File: src/rtl/mem_bus_if.sv
// Bridges the instruction decoder's single-access memory requests onto a
// req/ack external bus, with a timeout abort and a read/write conflict error.
module mem_bus_if #(
   parameter int unsigned TIMEOUT  = 16,
   parameter logic [15:0] ERR_DATA = 16'hFFFF
) (
   input  logic        i_clk,
   input  logic        i_rst_n,
   input  logic        i_mem_rd,
   input  logic        i_mem_wr,
   input  logic [15:0] i_addr,
   input  logic [15:0] i_wdata,
   output logic        o_stall,
   output logic [15:0] o_rdata,
   output logic        o_rdata_valid,
   output logic        o_err,
   output logic        o_bus_req,
   output logic        o_bus_we,
   output logic [15:0] o_bus_addr,
   output logic [15:0] o_bus_wdata,
   input  logic        i_bus_ack,
   input  logic [15:0] i_bus_rdata
);

   typedef enum logic [1:0] {
      IDLE = 2'd0,
      WAIT = 2'd1,
      DONE = 2'd2
   } state_t;

   localparam logic [7:0] TIMEOUT_CNT = TIMEOUT[7:0];

   state_t      state_reg, state_next;
   logic [7:0]  cnt_reg, cnt_next;
   logic        bus_req_reg, bus_req_next;
   logic        bus_we_reg, bus_we_next;
   logic [15:0] bus_addr_reg, bus_addr_next;
   logic [15:0] bus_wdata_reg, bus_wdata_next;
   logic [15:0] rdata_reg, rdata_next;
   logic        rdata_valid_reg, rdata_valid_next;
   logic        err_reg, err_next;

   // State register
   always_ff @(posedge i_clk or negedge i_rst_n) begin
      if (!i_rst_n) begin
         state_reg <= IDLE;
      end else begin
         state_reg <= state_next;
      end
   end

   // Datapath and output registers; every output except o_stall is registered
   always_ff @(posedge i_clk or negedge i_rst_n) begin
      if (!i_rst_n) begin
         cnt_reg         <= 8'd0;
         bus_req_reg     <= 1'b0;
         bus_we_reg      <= 1'b0;
         bus_addr_reg    <= 16'd0;
         bus_wdata_reg   <= 16'd0;
         rdata_reg       <= 16'd0;
         rdata_valid_reg <= 1'b0;
         err_reg         <= 1'b0;
      end else begin
         cnt_reg         <= cnt_next;
         bus_req_reg     <= bus_req_next;
         bus_we_reg      <= bus_we_next;
         bus_addr_reg    <= bus_addr_next;
         bus_wdata_reg   <= bus_wdata_next;
         rdata_reg       <= rdata_next;
         rdata_valid_reg <= rdata_valid_next;
         err_reg         <= err_next;
      end
   end

   always_comb begin
      state_next       = state_reg;
      cnt_next         = cnt_reg;
      bus_req_next     = bus_req_reg;
      bus_we_next      = bus_we_reg;
      bus_addr_next    = bus_addr_reg;
      bus_wdata_next   = bus_wdata_reg;
      rdata_next       = rdata_reg;
      rdata_valid_next = 1'b0;
      err_next         = 1'b0;

      case (state_reg)
         IDLE: begin
            if (i_mem_rd ^ i_mem_wr) begin
               state_next     = WAIT;
               cnt_next       = 8'd1;
               bus_req_next   = 1'b1;
               bus_we_next    = i_mem_wr;
               bus_addr_next  = i_addr;
               bus_wdata_next = i_wdata;
            end else if (i_mem_rd && i_mem_wr) begin
               state_next = DONE;
               err_next   = 1'b1;
            end
         end

         WAIT: begin
            // Ack is tested before the timeout so a same-cycle ack completes normally
            if (i_bus_ack) begin
               state_next   = DONE;
               cnt_next     = 8'd0;
               bus_req_next = 1'b0;
               if (!bus_we_reg) begin
                  rdata_next       = i_bus_rdata;
                  rdata_valid_next = 1'b1;
               end
            end else if (cnt_reg == TIMEOUT_CNT) begin
               state_next   = DONE;
               cnt_next     = 8'd0;
               bus_req_next = 1'b0;
               err_next     = 1'b1;
               if (!bus_we_reg) begin
                  rdata_next       = ERR_DATA;
                  rdata_valid_next = 1'b1;
               end
            end else begin
               cnt_next = cnt_reg + 8'd1;
            end
         end

         DONE: begin
            state_next = IDLE;
            cnt_next   = 8'd0;
         end

         default: begin
            state_next   = IDLE;
            cnt_next     = 8'd0;
            bus_req_next = 1'b0;
         end
      endcase
   end

   // Stall covers the request cycle and all of WAIT; DONE releases the decoder
   always_comb begin
      o_stall = 1'b0;
      case (state_reg)
         IDLE:    o_stall = i_mem_rd | i_mem_wr;
         WAIT:    o_stall = 1'b1;
         default: o_stall = 1'b0;
      endcase
   end

   assign o_rdata       = rdata_reg;
   assign o_rdata_valid = rdata_valid_reg;
   assign o_err         = err_reg;
   assign o_bus_req     = bus_req_reg;
   assign o_bus_we      = bus_we_reg;
   assign o_bus_addr    = bus_addr_reg;
   assign o_bus_wdata   = bus_wdata_reg;

endmodule

File: config.mk
export PLATFORM = sky130hd
export DESIGN_NAME = mem_bus_if
export DESIGN_NICKNAME = d
export VERILOG_FILES = /design/src/rtl/mem_bus_if.sv
export SDC_FILE = /design/constraint.sdc
export NUM_CORES = 1
export LEC_CHECK = 0
export ABC_AREA = 0
export CORE_AREA = 3 3 82 84
export DETAILED_ROUTE_END_ITERATION = 12
export DIE_AREA = 0 0 85 87
export PLACE_DENSITY = 0.83
export SLEW_MARGIN = 10
export SYNTH_ARGS = -nofsm -noshare
export SYNTH_HDL_FRONTEND = slang
export SYNTH_SLANG_ARGS = --single-unit
File: constraint.sdc
create_clock -name i_clk -period 2.1 [get_ports i_clk]
set_input_delay 0.21 -clock i_clk [delete_from_list [all_inputs] [get_ports i_clk]]
set_output_delay 0.21 -clock i_clk [all_outputs]
set_load 0.02 [all_outputs]
==> out/metrics.cfg <==
[drt]
wl_per_cell_um=15.8
drt_wl_total_um=5890
wl_met3_um=460
first_pass_iters=4
wl_met1_um=2310
drc=0
vias_per_cell=4.95
ant_nets=0
vias=1853
drtIter0Drc=84
highest_layer=met4
routed-wl-met2_um=3020

[cells_and_area]
diodes=0
final_cells=374
syn2layout_area_growth_pct=55.1
fillers=464
drive_above_1_share=0.264
fin_area_um2=3960
nets=353

[setup_path]
reg2reg_depth=6
r2r_end=cnt_reg[6]$_DFFE_PN0N_
worst_ep_arrival_time_ns=1.77
crit_required_ns=1.89
cp_max_fo=7
crit_type=reg2out
start_kind=flip-flop
crit_path_end_kind=output port
reg2reg_from=cnt_reg[0]$_DFFE_PN0N_
ff2ff_setup_slack_ns=0.36

[synth]
synthTopCellsByArea=dfrtp_1 61%, mux2_2 15%, o22a_2 6.3%, ha_1 2.4%, buf_2 1.2%
yosysUniqueCellTypes=31
synth_top_flop_cell=dfrtp_1
synth_edf_count=0
ys_async_sr_fraction=1.00
ys_ff_latch=62
synth_nets=237
yosysWarnings=0
synth_common_cells=62 x dfrtp_1, 33 x mux2_2, 16 x o22a_2
synth_cells=179
synth_seq_area_share=0.607
yosysMostFrequentCell=dfrtp_1
synth_top_area_frac=0.607
synth_area_leader_cell=dfrtp_1
syn_area_um2=2550
avgSynthCellArea_um2=14.3

[floorplan]
initial_core_util=0.426
fp.dieArea_um2=7400
ioPinCount=106
core_area_um2=5990
die_w_um=85
std_cell_rows=28
die_h_um=87

[timing]
skew_ns=0.00569
worst_slack_ns=0.124
fin_tns_setup_ns=0
fmax_mhz=506
setup_violations=0
drv_slew=0
finalCritPeriodShare=0.941
rsz0062_at_grt=no
min_period_ns=1.98
hold_violations=0
slew_headroom=0.614
tightest_slew_ns=0.579
holdWs_ns=0.419

[clock_tree]
clock-root-buffer=clkbuf_8
cts_buffers=9
clkTransAtPathRegs_ns=0.06
postCtsSetupRepairBufs=0
cts_resized=0
clock_sinks=62
clk_path_buf_depth=2
h-tree-depth=3
clk_latency_ns=0.33
cts_tree=done

[global_routing]
grt_pass1_wl_um=9600
overflow=0
grt_pass1_vias=1989
grt_use_total=0.168
grt_max_degree=63
antenna_found_initial=0

[run_status]
status=finished clean

[power_and_ir_drop]
power_frac_seq=0.335
power.density_nw_per_um2=1550
internal-power_uw=4050
power.switching_uw=2080
power_leakage_uw=0.00165
ir_worst_vdd_v=0.000948
p_clk_frac=0.190
pwr-share-comb=0.474
p_sw_frac=0.339

[placed_design]
dp_hpwl_um=4200
portBuffers=105
pre_cts_slack_ns=0.0211
placed_area_um2=3730
placedCellCount=358
finalWeightedCongestion=0.864

[worst_hold_path]
hp-class=in2async

[job]
cap_violations=0

metrics by stage:
step	total power, µW	util
finish	6130	0.661
global route	6470	0.661
CTS	6210	0.661
detailed placement	5010	0.623
global placement	4930	0.623
floorplan	3580	-
worst max path at each step:
| stage | to | startpoint | slack (ns) |
|---|---|---|---|
| final | o_stall | state_reg[0]$_DFFE_PN0P_ | 0.12 |
| after global routing | o_stall | state_reg[0]$_DFFE_PN0P_ | 0.03 |
| after CTS | o_stall | state_reg[0]$_DFFE_PN0P_ | 0.1 |
| after detailed placement | o_bus_wdata[2]$_DFFE_PN0P_ | i_mem_wr | 0.02 |
| after global placement | o_bus_addr[6]$_DFFE_PN0P_ | i_mem_wr | 0.07 |
| after floorplan | o_bus_addr[0]$_DFFE_PN0P_ | i_mem_rd | 0.43 |
area by class of cell:
class | instances | area (µm²) | share of cell area
tap | 75 | 93.8 | 0.0237
timing repair buffer | 112 | 1130 | 0.284
clock inverter | 3 | 67.6 | 0.0171
sequential | 62 | 1550 | 0.392
inverter | 6 | 22.5 | 0.00568
clock buffer | 12 | 155 | 0.0392
multi-input combinational | 104 | 946 | 0.239
cells in the final DEF, fill, tap and decap left out, types with 2 or more instances in the layout:
master | synthesis | routed
a21o_1 | 3 | 3
xnor2_1 | 3 | 3
nor2_1 | 7 | 7
a22o_1 | 2 | 2
buf_12 | 0 | 2
nand3b_1 | 3 | 3
clkdlybuf4s50_1 | 0 | 104
clkbuf_8 | 0 | 11
nand3_1 | 5 | 5
a21oi_1 | 3 | 3
ha_1 | 5 | 5
buf_4 | 0 | 4
nand2_1 | 6 | 6
dfrtp_1 | 62 | 62
mux2_2 | 33 | 33
bufinv_16 | 0 | 2
inv_1 | 6 | 6
o22a_2 | 16 | 16
nor3_1 | 2 | 2
worst max-delay path, stage by stage (launching register included):
cell             delay (ns)
dfrtp_1                0.51
inv_1                  0.11
a21oi_1                0.17
clkdlybuf4s50_1        0.64
routing by layer:
layer	track usage	up-vias
li1	-	873
met1	0.199	900
met2	0.282	71
met3	0.0492	9
met4	0.0777	0
met5	0	-
logic make-up after synthesis:
family          count (synthesis)  synth area share
compound gates                 30             0.103
simple gates                   33            0.0842
fa+ha+maj                       5            0.0245
buf+inv                        13            0.0250
mux                            33             0.145
xor+xnor                        3            0.0103
flops                          62             0.607
power groups by stage:
stage	clock, µW	sequential, µW	combinational [µW]
2_1_floorplan	0	2630	956
3_3_place_gp	0	2060	2870
3_5_place_dp	0	2080	2930
4_1_cts	1200	2060	2950
5_1_grt	1250	2130	3080
6_report	1170	2060	2910
what timing repair did:
item,4_1_cts,5_1_grt
endpoints found under the hold margin,62,0
setup endpoints to repair,0,0
hold buffers,1,0
Power figures use the tool's default switching activity.
